$ cat config.mk
export PLATFORM = sky130hd
export DESIGN_NAME = log_fxp_pipe
export DESIGN_NICKNAME = d
export VERILOG_FILES = /design/src/rtl/log_fxp_pipe.sv
export SDC_FILE = /design/constraint.sdc
export NUM_CORES = 2
export LEC_CHECK = 0
export CAP_MARGIN = 20
export CORE_UTILIZATION = 60
export CTS_BUF_LIST = sky130_fd_sc_hd__clkbuf_4 sky130_fd_sc_hd__clkbuf_8 sky130_fd_sc_hd__clkbuf_16
export CTS_CLUSTER_SIZE = 12
export DETAILED_ROUTE_END_ITERATION = 8
export MAX_ROUTING_LAYER = met4
export PLACE_DENSITY = 0.86
export SYNTH_ARGS = -nofsm -noshare
export SYNTH_HDL_FRONTEND = slang
export SYNTH_SLANG_ARGS = --single-unit
export TNS_END_PERCENT = 10
$ cat constraint.sdc
create_clock -name CLK -period 16.2 [get_ports CLK]
set_input_delay 4.86 -clock CLK [delete_from_list [all_inputs] [get_ports CLK]]
set_output_delay 4.86 -clock CLK [all_outputs]
set_load 0.02 [all_outputs]
$ cat src/rtl/log_fxp_pipe.sv
`default_nettype none
// ============================================================================
//  Module   : log_fxp_pipe
//  Purpose  : Fully pipelined natural logarithm of an unsigned fixed-point
//             input. x is normalised to ln(x) = k*ln2 + ln(1+u) with u in
//             [-0.25, 0.5). ln(1+u) is then evaluated as an N_TERMS Taylor
//             series, one term per stage. A zero input sets out_err.
//  Ports    : CLK, RST     - clock (rising edge), synchronous active-high reset
//             in_data      - x, unsigned, FRAC fractional bits
//             in_valid     - in_data valid
//             in_ready     - unit accepts in_data this cycle
//             out_data     - ln(x), signed, FRAC fractional bits
//             out_valid    - out_data/out_err valid
//             out_ready    - downstream accepts the result this cycle
//             out_err      - input was zero (out_data = most negative value)
//  Revision : 1.0 - initial release
// ============================================================================
module log_fxp_pipe #(
  parameter int WIDTH   = 32,
  parameter int FRAC    = 10,
  parameter int N_TERMS = 4,
  parameter int LN2_FXP = 710
) (
  input  logic             CLK,
  input  logic             RST,
  input  logic [WIDTH-1:0] in_data,
  input  logic             in_valid,
  output logic             in_ready,
  output logic [WIDTH-1:0] out_data,
  output logic             out_valid,
  input  logic             out_ready,
  output logic             out_err
);

  localparam int IW = WIDTH + 2;          // internal u / P / A width
  localparam int PW = 2 * IW;             // full product width
  localparam int KW = $clog2(WIDTH) + 2;  // signed exponent width

  localparam logic signed [IW-1:0] ONE     = IW'(2 ** FRAC);
  localparam logic signed [PW-1:0] LN2_S   = PW'(LN2_FXP);
  localparam logic signed [PW-1:0] SAT_MAX = (PW'(1) <<< (WIDTH - 1)) - 1;
  localparam logic signed [PW-1:0] SAT_MIN = -(PW'(1) <<< (WIDTH - 1));

  // C_n = round(2^FRAC / n), elaboration-time constant.
  function automatic logic signed [IW-1:0] coef(input int n);
    int c;
    c = ((2 ** FRAC) + n / 2) / n;
    return IW'(c);
  endfunction

  // Global advance: the whole pipe moves together or holds together.
  logic adv;
  assign adv      = !out_valid || out_ready;
  assign in_ready = adv;

  // ---------------------------------------------------------------- normalise
  int                     msb_pos;
  logic [FRAC:0]          m_d;
  logic signed [IW-1:0]   u_d;
  logic signed [KW-1:0]   k_d;
  logic                   zero_d;

  always_comb begin
    msb_pos = 0;
    for (int i = 0; i < WIDTH; i++) begin
      if (in_data[i]) msb_pos = i;
    end
  end

  always_comb begin
    zero_d = (in_data == '0);
    if (msb_pos >= FRAC) m_d = (FRAC + 1)'(in_data >> (msb_pos - FRAC));
    else                 m_d = (FRAC + 1)'(in_data << (FRAC - msb_pos));
    // Mantissas >= 1.5 are halved so u stays in [-0.25, 0.5), which keeps
    // the series converging quickly.
    if (m_d[FRAC-1]) begin
      u_d = IW'(m_d[FRAC:1]) - ONE;
      k_d = KW'(msb_pos - FRAC + 1);
    end else begin
      u_d = IW'(m_d) - ONE;
      k_d = KW'(msb_pos - FRAC);
    end
    if (zero_d) begin
      u_d = '0;
      k_d = '0;
    end
  end

  // ------------------------------------------------------------ stage storage
  // Index 0 is the normalise stage, index n the n-th series stage.
  logic                 vld_q  [0:N_TERMS];
  logic signed [KW-1:0] k_q    [0:N_TERMS];
  logic                 zero_q [0:N_TERMS];
  logic signed [IW-1:0] u_q    [0:N_TERMS-1];
  logic signed [IW-1:0] p_q    [0:N_TERMS-1];
  logic signed [IW-1:0] a_q    [1:N_TERMS];

  logic signed [IW-1:0] p_d [1:N_TERMS];
  logic signed [IW-1:0] t_d [1:N_TERMS];
  logic signed [IW-1:0] a_d [1:N_TERMS];

  // The power chain starts at P_0 = 1.0, so P_1 = (1.0*u)>>>FRAC = u exactly
  // and every stage uses the same multiply.
  for (genvar n = 1; n <= N_TERMS; n++) begin : g_series
    localparam logic signed [IW-1:0] C_N = coef(n);
    assign p_d[n] = IW'((PW'(p_q[n-1]) * PW'(u_q[n-1])) >>> FRAC);
    assign t_d[n] = IW'((PW'(p_d[n]) * PW'(C_N)) >>> FRAC);
    if (n == 1) begin : g_first
      assign a_d[n] = t_d[n];
    end else if (n % 2 == 1) begin : g_add
      assign a_d[n] = a_q[n-1] + t_d[n];
    end else begin : g_sub
      assign a_d[n] = a_q[n-1] - t_d[n];
    end
  end

  // ------------------------------------------------------------- final stage
  logic signed [PW-1:0] sum_d;
  logic [WIDTH-1:0]     out_data_d;

  assign sum_d = PW'(a_q[N_TERMS]) + PW'(k_q[N_TERMS]) * LN2_S;

  always_comb begin
    if (zero_q[N_TERMS])     out_data_d = {1'b1, {(WIDTH-1){1'b0}}};
    else if (sum_d > SAT_MAX) out_data_d = {1'b0, {(WIDTH-1){1'b1}}};
    else if (sum_d < SAT_MIN) out_data_d = {1'b1, {(WIDTH-1){1'b0}}};
    else                      out_data_d = sum_d[WIDTH-1:0];
  end

  logic [WIDTH-1:0] out_data_q;
  logic             out_valid_q;
  logic             out_err_q;

  // Data registers carry no reset; only the valid bits and outputs do.
  always_ff @(posedge CLK) begin
    if (RST) begin
      for (int n = 0; n <= N_TERMS; n++) vld_q[n] <= 1'b0;
      out_valid_q <= 1'b0;
      out_data_q  <= '0;
      out_err_q   <= 1'b0;
    end else if (adv) begin
      vld_q[0]  <= in_valid;
      u_q[0]    <= u_d;
      k_q[0]    <= k_d;
      zero_q[0] <= zero_d;
      p_q[0]    <= ONE;
      for (int n = 1; n <= N_TERMS; n++) begin
        vld_q[n]  <= vld_q[n-1];
        k_q[n]    <= k_q[n-1];
        zero_q[n] <= zero_q[n-1];
        a_q[n]    <= a_d[n];
      end
      for (int n = 1; n < N_TERMS; n++) begin
        u_q[n] <= u_q[n-1];
        p_q[n] <= p_d[n];
      end
      out_valid_q <= vld_q[N_TERMS];
      out_data_q  <= out_data_d;
      out_err_q   <= zero_q[N_TERMS];
    end
  end

  assign out_data  = out_data_q;
  assign out_valid = out_valid_q;
  assign out_err   = out_err_q;

endmodule
`default_nettype wire

# After elaboration in Yosys (flattened, before gate mapping)
# Memory sizes are Yosys's and may differ from the RTL's. A register that Yosys moved wholly into a read port is not among the register bits.
# Index checks and enable logic that the tools add are counted.
[word_totals] regBits=33 ram_bits=453 input_bits=36 out_inout_bits=35 elab_cells=85 n_memories=6
[op_classes] add_sub_neg=9 multipliers=6 order_cmp=3 n_shift=2 mux=49 n_bitwise=5 reduce_logical=3
[mem_list] memory="a_q" words=4 width=34 read_ports=4 rd_clocked_by_memory_dff=0 wr=4 line_no="96" source="logic signed [IW-1:0] a_q [1:N_TERMS];"
[mem_list] memory="p_q" words=4 width=34 read_ports=4 rd_clocked_by_memory_dff=0 wr=4 line_no="95" source="logic signed [IW-1:0] p_q [0:N_TERMS-1];"
[mem_list] memory="u_q" words=4 width=34 read_ports=4 rd_clocked_by_memory_dff=0 wr=4 line_no="94" source="logic signed [IW-1:0] u_q [0:N_TERMS-1];"
[mem_list] memory="k_q" words=5 width=7 read_ports=5 rd_clocked_by_memory_dff=0 wr=5 line_no="92" source="logic signed [KW-1:0] k_q [0:N_TERMS];"
[mem_list] memory="vld_q" words=5 width=1 read_ports=5 rd_clocked_by_memory_dff=1 wr=5 line_no="91" source="logic vld_q [0:N_TERMS];"
[mem_list] memory="zero_q" words=5 width=1 read_ports=5 rd_clocked_by_memory_dff=0 wr=5 line_no="93" source="logic zero_q [0:N_TERMS];"
[ops] op="32-bit two-way mux" n=25
[ops] op="34-bit by 34-bit multiplier with 44-bit output" n=4
[ops] op="34-bit two-way mux" n=2
[ops] op="34-bit by 10-bit multiplier with 44-bit output, second input constant" n=1
[ops] op="34-bit by 18-bit adder with 35-bit output" n=1
[ops] op="35-bit by 32-bit > comparator with 1-bit output, second input constant" n=1
[ops] op="35-bit by 32-bit less-than comparator with 1-bit output, second input constant" n=1
[ops] op="34-bit adder" n=1
[ops] op="34-bit by 32-bit subtractor with 34-bit output" n=1
[ops] op="34-bit by 33-bit subtractor with 34-bit output" n=1
[ops] op="32-bit by 5-bit greater-or-equal comparator with 1-bit output, second input constant" n=1
[ops] op="32-bit zero test" n=1
[ops] op="32-bit by 32-bit << shifter with 11-bit output" n=1
[ops] op="32-bit by 32-bit >> shifter with 11-bit output" n=1
[ops] op="32-bit by 5-bit subtractor with 32-bit output, second input constant" n=1
[ops] op="5-bit by 32-bit subtractor with 32-bit output, first input constant" n=1
[ops] op="7-bit by 10-bit multiplier with 17-bit output, second input constant" n=1
[ops] op="7-bit two-way mux" n=2
[ops] op="3-bit two-way mux" n=4
[ops] op="10-bit by 11-bit subtractor with 12-bit output, second input constant" n=1
[ops] op="11-bit by 11-bit subtractor with 12-bit output, second input constant" n=1
[ops] op="1-bit two-way mux" n=11
[ops] op="11-bit two-way mux" n=1
[ops] op="4-bit two-way mux" n=2
[ops] op="other kinds (5)" n=10

# Longest topological paths before layout
[logic_depth] ltp_word=37 depth_mapped=62

# Worst setup path before layout
# OpenSTA, ideal clock, no wires.
[synth_timing] path_kind="input to register" from="in out_ready" to="mem vld_q[0], data pin" setup_ps=214 t_arrival_ps=16615 t_required_ps=15986 slack_ps=-629 stages=4 n_path_buf=1 cell_sequence="nor2b_1 clkbuf_1 nor2_1 and2_1"
[synth_rtl] item="from (decl)" line_no="31" source="input logic out_ready,"
[synth_rtl] item="to (decl)" line_no="91"

==> run metrics <==
layout cells sized above 1=0.0257; top-count cell post-synth=inv_1; Yosys Warn Count=0; TritonCTS Buffers=39; max incr delay on CP=940 ps; Final min period=15,290 ps; synth top area cells=fa_1 45%, ha_1 12%, inv_1 10%; reg-to-reg critical path endpoint=a_q[0][135]; Worst Hold Endpoint=u_q[1][0]; root buf cell=clkbuf_16; Port Buffers=70; CTS sink cnt=297; post-DP HPWL=197,000 um; GRT Residual Overflow=0; Total Wirelength=226,000 um; R2R setup slack=910 ps; Mapped Cells=8,406; die area=141,000 um^2; H-tree lvl count=2; unrepaired setup endpoints after global routing=no; first-pass GRT wire length=358,000 um; worst reg-to-reg path cell count=56; drt pass-1 iters=6; Post-synth EDFFs=263; max-slew violations=0; fin nets=11,100; max_cap viols=0; CP max-delay cell=edfxtp_1; vias in the first global route=63,800; hold path depth=0; final hold violation count=0; cts hold-fix bufs=0; worst slew pin tran=1180 ps; pin count of the biggest net entering global routing=155; Worst Hold Class=reg -> reg; register area share after synthesis=0.102; initial antenna violation count=11; Fmax=0.0654 GHz; CTS resizes=0; clk_lat worst skew=620 ps; Synth top area share=0.448; Finished Layout Cells=10,300; routed vias/inst=5.62; Worst Setup Start Kind=register; Avg Inst Size Synth=9.96 um^2; Unique masters post-synth=92; final setup skew=32.7 ps; total negative setup slack=0 ps; CP required=16,540 ps; Die Y=376 um; CORE AREA=138,000 um^2; Layout Area Growth over Synthesis=5.00%; placed cells=10,200; GRT Util Overall=0.344; via count=57,700; reg2reg start=p_q[2][2]; Yosys reg bits=297; Initial Util=0.607; Slew headroom=0.209; top_reg_cell synth=edfxtp_1; Final period util=0.944; post-CTS setup buffer count=0; DRT antenna net count=0; Final setup violation count=0; Starting DRT DRC Count=4,645; Boundary Pins=71; Post-synth ARST share=0; drt wl/cell=22.0 um; crit path max fanout=18; synthesized area=83,700 um^2; global placement routability congestion=0.992; CP dominant cell by count=fa_1; critical path arrival=15,630 ps; min-delay src=u_q[0][0]; Clk pin slew, worst setup/hold paths=80 ps; Crit. End Element=register; CTS tree=done; post-synth top area cell=fa_1; most frequent cells after synthesis=2,311 x inv_1, 1,875 x fa_1, 836 x ha_1, 563 x nand2_1, 476 x and2_1; status=finished clean; die outline width=376 um; # rows=136; Clock Tree Buf Depth=3; critical path class=reg -> reg; Residual DRC=0
-- metal layers --
layer,global-route usage,up-vias,part of all wire
met5,-,-,0
met4,0.170,0,0.061
met3,0.0480,587,0.069
met2,0.558,2214,0.48
met1,0.426,29700,0.39
li1,-,25200,-
-- cell usage in the layout (no fill, tap or decap), drive strengths merged, types with 124 or more instances in the layout --
cell	n
ha	836
edfxtp	263
inv	2319
a21oi	230
and2	477
xnor2	300
nand2	564
fa	1875
nor2	228
o21ai	124
-- kinds of logic (layout without fill, tap and decap cells) --
group | count (synthesis) | in the layout | synth area share
adders and majority gates | 2713 | 2713 | 0.574
buffers and inverters | 2538 | 2538 | 0.114
and+or+nand+nor | 1613 | 1613 | 0.0958
AOI/OAI and AO/OA | 766 | 766 | 0.0613
xor gates and xnor gates | 406 | 406 | 0.0426
DFF | 297 | 297 | 0.102
muxes | 71 | 71 | 0.00993
other | 2 | 11 | 0.0000897
-- area by class of cell --
type,count,area [um^2]
Fill cell,10800,50100
Clock inverter,22,244
Inverter,2317,8700
Multi-Input combinational cell,5573,65600
Sequential cell,297,8580
Timing Repair Buffer,150,1350
Tap cell,1863,2330
Clock buffer,49,1070
Antenna cell,7,17.5
-- sequential cells by signal, indices dropped and copies added (netlist names) --
| signal | flops |
|---|---|
| a_q | 103 |
| p_q | 68 |
| u_q | 47 |
| k_q | 35 |
| out_data | 32 |
| vld_q | 5 |
| zero_q | 5 |
| out_err | 1 |
| out_valid | 1 |
-- through the flow --
stage          hold WS (ps)  cell area, um^2   util  setup WS (ps)
3_3_place_gp            401            86500  0.627           1440
2_1_floorplan           400            83700      -           2480
3_5_place_dp            405            86500  0.627           1080
6_report                415            87900  0.637            913
4_1_cts                 418            87800  0.636           1010
5_1_grt                 421            87900  0.637            175
-- worst max-delay path, delay by kind of cell (launching register included) --
family	cells	cell delay, ps
AO/OA/AOI/OAI	23	5150
XOR/XNOR	5	1000
buffers and inverters	8	550
AND/OR/NAND/NOR	4	620
adder cells (fa/ha/maj)	16	6710
flip-flops	1	940
-- worst max-delay path by stage --
stage	start	end	slack (ps)	cells past startpoint
floorplan	u_q[2][32]	a_q[0][135]	2480	60
global placement	p_q[2][2]	a_q[0][135]	1440	56
detailed placement	u_q[2][4]	a_q[0][135]	1080	53
CTS	p_q[2][2]	a_q[0][135]	1010	56
global route	p_q[2][2]	a_q[0][135]	170	56
finish	p_q[2][2]	a_q[0][135]	910	56
Power is left out: the tool's default activity adds up to more than one toggle a clock period on the data nets, which glitch-free logic cannot reach.
